===== src/rtl/baud_pkg.sv =====
// Shared helpers for the fractional baud generator: bit-width and
// default phase-increment calculation, evaluated at elaboration time.
package baud_pkg;

  function automatic int clog2(input longint unsigned v);
    int r;
    longint unsigned x;
    r = 0;
    x = v - 64'd1;
    while (x > 64'd0) begin
      r++;
      x = x >> 1;
    end
    return r;
  endfunction

  // round(baud*oversample*2^acc_w / clk_freq), saturated to the accumulator range
  function automatic longint unsigned calc_def_inc(input longint unsigned clk_freq,
                                                   input longint unsigned baud,
                                                   input longint unsigned oversample,
                                                   input int acc_w);
    longint unsigned num;
    longint unsigned quo;
    longint unsigned max_val;
    num     = (baud * oversample) << acc_w;
    quo     = (num + clk_freq / 64'd2) / clk_freq;
    max_val = (64'd1 << acc_w) - 64'd1;
    return (quo > max_val) ? max_val : quo;
  endfunction

endpackage


===== src/rtl/phase_acc.sv =====
// Phase accumulator with a shadowed increment; the carry out of the
// accumulator is the oversample tick.
module phase_acc
  import baud_pkg::*;
#(
  parameter int               ACC_W   = 24,
  parameter logic [ACC_W-1:0] DEF_INC = '0
) (
  input  logic             clk,
  input  logic             rst,
  input  logic             enable,
  input  logic             resync,
  input  logic [ACC_W-1:0] inc_in,
  input  logic             inc_load,
  output logic             os_tick,
  output logic             carry,
  output logic             inc_pending
);

  logic [ACC_W-1:0] acc_reg;
  logic [ACC_W-1:0] inc_reg;
  logic [ACC_W-1:0] shadow_reg;
  logic             pending_reg;
  logic             os_tick_reg;
  logic [ACC_W:0]   sum;
  logic             apply;

  assign sum   = {1'b0, acc_reg} + {1'b0, inc_reg};
  assign carry = enable & ~resync & sum[ACC_W];
  // Swap only at a phase-safe moment: on a carry, while idle, or on resync.
  assign apply = pending_reg & (carry | ~enable | resync);

  always_ff @(posedge clk or posedge rst) begin
    if (rst) begin
      acc_reg     <= '0;
      inc_reg     <= DEF_INC;
      shadow_reg  <= DEF_INC;
      pending_reg <= 1'b0;
      os_tick_reg <= 1'b0;
    end else begin
      if (resync) begin
        acc_reg     <= '0;
        os_tick_reg <= 1'b0;
      end else if (enable) begin
        acc_reg     <= sum[ACC_W-1:0];
        os_tick_reg <= sum[ACC_W];
      end else begin
        os_tick_reg <= 1'b0;
      end

      if (apply) begin
        inc_reg     <= shadow_reg;
        pending_reg <= 1'b0;
      end
      // A load on the apply edge wins the pending flag and holds the new value.
      if (inc_load) begin
        shadow_reg  <= inc_in;
        pending_reg <= 1'b1;
      end
    end
  end

  assign os_tick     = os_tick_reg;
  assign inc_pending = pending_reg;

endmodule


===== src/rtl/baud_rate_gen_frac.sv =====
// Fractional-N baud generator: phase accumulator produces oversample ticks,
// a subcounter divides them down to the bit-rate tick.
module baud_rate_gen_frac
  import baud_pkg::*;
#(
  parameter int CLK_FREQ   = 50000000,
  parameter int BAUD       = 115200,
  parameter int OVERSAMPLE = 16,
  parameter int ACC_W      = 24
) (
  input  logic             clk,
  input  logic             rst,
  input  logic             enable,
  input  logic             resync,
  input  logic [ACC_W-1:0] inc_in,
  input  logic             inc_load,
  output logic             os_tick,
  output logic             baud_tick,
  output logic             inc_pending
);

  localparam int               SUB_W    = clog2(64'(OVERSAMPLE));
  localparam logic [ACC_W-1:0] DEF_INC  = ACC_W'(calc_def_inc(64'(CLK_FREQ), 64'(BAUD),
                                                              64'(OVERSAMPLE), ACC_W));
  localparam logic [SUB_W-1:0] SUB_LAST = SUB_W'(OVERSAMPLE - 1);
  localparam logic [SUB_W-1:0] SUB_HALF = SUB_W'(OVERSAMPLE / 2);

  logic             carry;
  logic [SUB_W-1:0] sub_reg;
  logic             baud_tick_reg;

  phase_acc #(
    .ACC_W   (ACC_W),
    .DEF_INC (DEF_INC)
  ) u_phase_acc (
    .clk         (clk),
    .rst         (rst),
    .enable      (enable),
    .resync      (resync),
    .inc_in      (inc_in),
    .inc_load    (inc_load),
    .os_tick     (os_tick),
    .carry       (carry),
    .inc_pending (inc_pending)
  );

  // Resync parks the subcounter mid-bit so the next baud tick lands at bit centre.
  always_ff @(posedge clk or posedge rst) begin
    if (rst) begin
      sub_reg       <= '0;
      baud_tick_reg <= 1'b0;
    end else if (resync) begin
      sub_reg       <= SUB_HALF;
      baud_tick_reg <= 1'b0;
    end else if (carry) begin
      baud_tick_reg <= (sub_reg == SUB_LAST);
      sub_reg       <= (sub_reg == SUB_LAST) ? '0 : sub_reg + 1'b1;
    end else begin
      baud_tick_reg <= 1'b0;
    end
  end

  assign baud_tick = baud_tick_reg;

endmodule


===== config.mk =====
export PLATFORM = sky130hd
export DESIGN_NAME = baud_rate_gen_frac
export DESIGN_NICKNAME = d
export VERILOG_FILES = /design/src/rtl/baud_pkg.sv /design/src/rtl/phase_acc.sv /design/src/rtl/baud_rate_gen_frac.sv
export SDC_FILE = /design/constraint.sdc
export NUM_CORES = 1
export LEC_CHECK = 0
export ABC_CLOCK_PERIOD_IN_PS = 5100
export BUFFER_PORTS_ARGS = -buffer_cell sky130_fd_sc_hd__buf_2
export CAP_MARGIN = 0
export CORE_MARGIN = 2
export CORE_UTILIZATION = 65
export DETAILED_ROUTE_END_ITERATION = 10
export GPL_TIMING_DRIVEN = 0
export PLACE_DENSITY = 0.85
export SLEW_MARGIN = 20
export SYNTH_ARGS = -nofsm -noshare
export SYNTH_HDL_FRONTEND = slang
export SYNTH_HIERARCHICAL = 1
export SYNTH_SLANG_ARGS = --single-unit

===== constraint.sdc =====
create_clock -name clk -period 5.1 [get_ports clk]
set_input_delay 0.51 -clock clk [delete_from_list [all_inputs] [get_ports clk]]
set_output_delay 0.51 -clock clk [all_outputs]
set_load 0.05 [all_outputs]

==> summary.txt <==
Place
  • DPL Wire Length: 7.67 mm
  • I/O Buffers: 30
  • Pre-CTS WS: 1.92 ns
  • RePlAce Congestion: 0.915

Routing
  • Antenna Violating Nets Remaining: 0
  • DR top layer: met4
  • DRC Markers: 0
  • Violation count after the first detailed-routing iteration: roughly 270
  • Metal2 WL: about 5.2 mm
  • Drt first pass iters: 5
  • WL final: around 11 mm
  • Routed vias/inst: approximately 6.3
  • Avg WL per Cell: 19.1 µm
  • M1 WL: between 4 and 5 mm
  • Met3 routed WL: 567 µm
  • Via count: 3553

STA
  • Slew @ Worst Pin: roughly 0.96 ns
  • Slew Limit Fails: 0
  • Slew headroom: 0.360
  • Final setup fails: 0
  • Final Hold Fails: 0
  • Clk_skew: 0.0138 ns
  • Setup TNS: 0 ns
  • Fmax: approximately 300 MHz
  • Final WS setup: 1.85 ns
  • RSZ-0062 raised after global routing: false
  • Post-route minimum period: 3.25 ns
  • Final period utilization: 0.637

Die
  • Die Wd: 88.3 µm
  • I/O pin count: 32
  • Core Region: 0.00683 mm²
  • Initial core utilization: 0.677
  • Die height: 88.3 µm
  • # rows: 30
  • Die area: about 0.0078 mm²

Synth
  • Mapped cell area: roughly 0.0046 mm²
  • Syn Inst Count: 420
  • Number of synthesized flops with an enable pin: 0
  • Syn. warnings: 6
  • Ys async rst share: 1.00
  • Yosys reg bits: 79
  • Avg Inst Size Synth: roughly 11 µm²
  • Post-synth top flop: dfrtp_1
  • Sequential share of the synthesized area: 0.435
  • Syn_nets: about 480
  • Synth unique cells: 71

Critical path
  • Worst reg2reg path depth: 12
  • CP required: roughly 5.3 ns
  • Worst Setup Start Kind: register
  • R2r setup slk: 1.85 ns
  • Critical Path End: sub_reg[3]$_DFFE_PP0P_
  • Reg2reg end: sub_reg[3]$_DFFE_PP0P_
  • Critical R2R Launch: u_phase_acc/inc_reg[0]$_DFFE_PP1P_
  • Arrival time at the worst endpoint: ~3.5 ns
  • CP Capture Type: register
  • Crit-path max FO: 6
  • Critical path class: register to register
  • Crit path from: u_phase_acc/inc_reg[0]$_DFFE_PP1P_

Finish
  • Multi-input logic area: between 0.002 and 0.0025 mm²
  • Fin nets: between 500 and 600
  • Ant diodes: 0
  • Register area: 0.00201 mm²
  • Share of cells above drive strength 1: 0.321
  • Fill count: approximately 470
  • Layout area overhead: 11.5%

GRT
  • Pin count of the biggest net entering global routing: ~60
  • Grt total ovfl: 0
  • Tot GR Track Use: 0.303
  • Antenna violations before repair: 0
  • Global-route wire length before repair: between 15 and 20 mm
  • Vias in the first global route: 3499

Clock network
  • TritonCTS buffer count: 9
  • Clock Path Buffers: 2
  • Resized cells post-CTS: 0
  • Clk root buf: clkbuf_8
  • Clock transition at the registers of the reported paths: approximately 0.09 ns
  • Setup Fix Bufs, Post-CTS: 0
  • Hold_buf cts: 0
  • Worst-Skew Late Latency: approximately 0.36 ns
  • H-tree level count: 3
  • Clk sinks: a little under 80
  • CTS tree: done

Job
  • MaxCap Viol Count: 0

Power
  • Lkg Pwr: 2.30 nW
  • Pwr/cell area: 629 mW/mm²
  • Peak supply drop: roughly 0.00038 V

Run status
  • Run status: finished clean

Hold path
  • Hold Path Class: input pin to asynchronous set/reset pin
[report_power, final]
group / switching [mW] / total (mW) / internal (mW)
sequential: 0.154 / 1.03 / 0.871
combinational: 0.933 / 1.66 / 0.731
clock: 0.264 / 0.550 / 0.286
total: 1.35 / 3.24 / 1.89
[Yosys cell counts (4+ instances only)]
master | instances | area [µm²]
mux2i_1 | 5 | 50.1
clkbuf_1 | 6 | 22.5
mux2_4 | 20 | 300
nor3_1 | 11 | 55.1
inv_1 | 14 | 52.6
ha_1 | 25 | 313
and2_1 | 4 | 25.0
nand3b_1 | 4 | 30.0
nand2_1 | 28 | 105
dfstp_2 | 28 | 736
nand4_1 | 7 | 43.8
o21ai_0 | 15 | 75.1
a211oi_1 | 5 | 37.5
o21a_1 | 6 | 45.0
mux2_2 | 28 | 315
dfrtp_1 | 51 | 1280
a21oi_1 | 25 | 125
o211ai_1 | 8 | 60.1
a21o_1 | 7 | 52.6
buf_1 | 5 | 18.8
buf_6 | 5 | 56.3
o21bai_1 | 4 | 30.0
nor2_1 | 30 | 113
or3_1 | 4 | 25.0
nand3_1 | 8 | 40.0
[critical path, stage by stage (launching register included)]
cell and delay [ns]:
dfstp_2 0.55, ha_1 0.20, inv_1 0.07, fa_1 0.36
and2b_2 0.26, o31ai_4 0.10, a2111oi_4 0.43, o211ai_2 0.17
a21oi_1 0.31, and2_1 0.28, nand2_2 0.09, o21ai_0 0.17
o311ai_1 0.12
[logic make-up (layout without fill, tap and decap cells)]
logic type      Yosys count  after routing  synth area share
xor+xnor                  6              6            0.0114
flops                    79             79             0.435
fa+ha+maj                26             26            0.0720
compound gates          107            107             0.177
simple gates            117            117             0.126
mux                      53             53             0.144
buf+inv                  32             79            0.0346
[layer usage]
metal,vias up,track usage
met5,-,0
met4,0,0.0992
met3,27,0.0541
met2,138,0.491
met1,1744,0.417
li1,1644,-
[through the flow]
| stage | cell area, µm² | power (mW) | std cells | hold WS [ns] | util |
|---|---|---|---|---|---|
| final | 5150 | 3.24 | 563 | 0.0617 | 0.755 |
| after global routing | 5150 | 3.45 | 563 | 0.0773 | 0.755 |
| after CTS | 5150 | 3.21 | 563 | 0.0594 | 0.755 |
| after detailed placement | 4920 | 2.64 | 547 | 0.452 | 0.721 |
| after global placement | 4890 | 2.55 | 546 | 0.418 | 0.716 |
| after floorplan | 4620 | 2.28 | 420 | 0.289 | - |
[layout by cell type (no fill, tap or decap), types with 4 or more instances in the layout]
cell type  instances
a211oi_1           5
a21o_1             7
a21oi_1           25
and2_1             4
buf_1              5
buf_2             30
buf_6              5
clkbuf_1           6
clkbuf_8           9
dfrtp_1           51
dfstp_2           28
ha_1              25
inv_1             13
inv_6              4
mux2_2            28
mux2_4            20
mux2i_1            5
nand2_1           28
nand3_1            8
nand3b_1           4
nand4_1            7
nor2_1            30
nor3_1            11
o211ai_1           8
o21a_1             6
o21ai_0           15
o21bai_1           4
or3_1              4
[how the worst min path moves through the flow]
stage	startpoint	to	slack, ns	depth (start not counted)
after CTS	rst	sub_reg[1]$_DFFE_PP0P_	0.06	2
after detailed placement	rst	baud_tick$_DFF_PP0_	0.45	2
after floorplan	rst	baud_tick$_DFF_PP0_	0.29	1
after global placement	rst	baud_tick$_DFF_PP0_	0.42	2
final	rst	sub_reg[1]$_DFFE_PP0P_	0.06	2
after global routing	rst	sub_reg[2]$_DFFE_PP0P_	0.08	2
[area by class of cell]
class | count | area share
buffer | 18 | 0.0209
sequential | 79 | 0.390
clock buffer | 9 | 0.0240
tap | 96 | 0.0233
multi-input combinational | 309 | 0.476
clock inverter | 7 | 0.0206
inverter | 14 | 0.0107
timing repair buffer | 31 | 0.0345
Note: power is estimated with default switching activity, not from simulation.
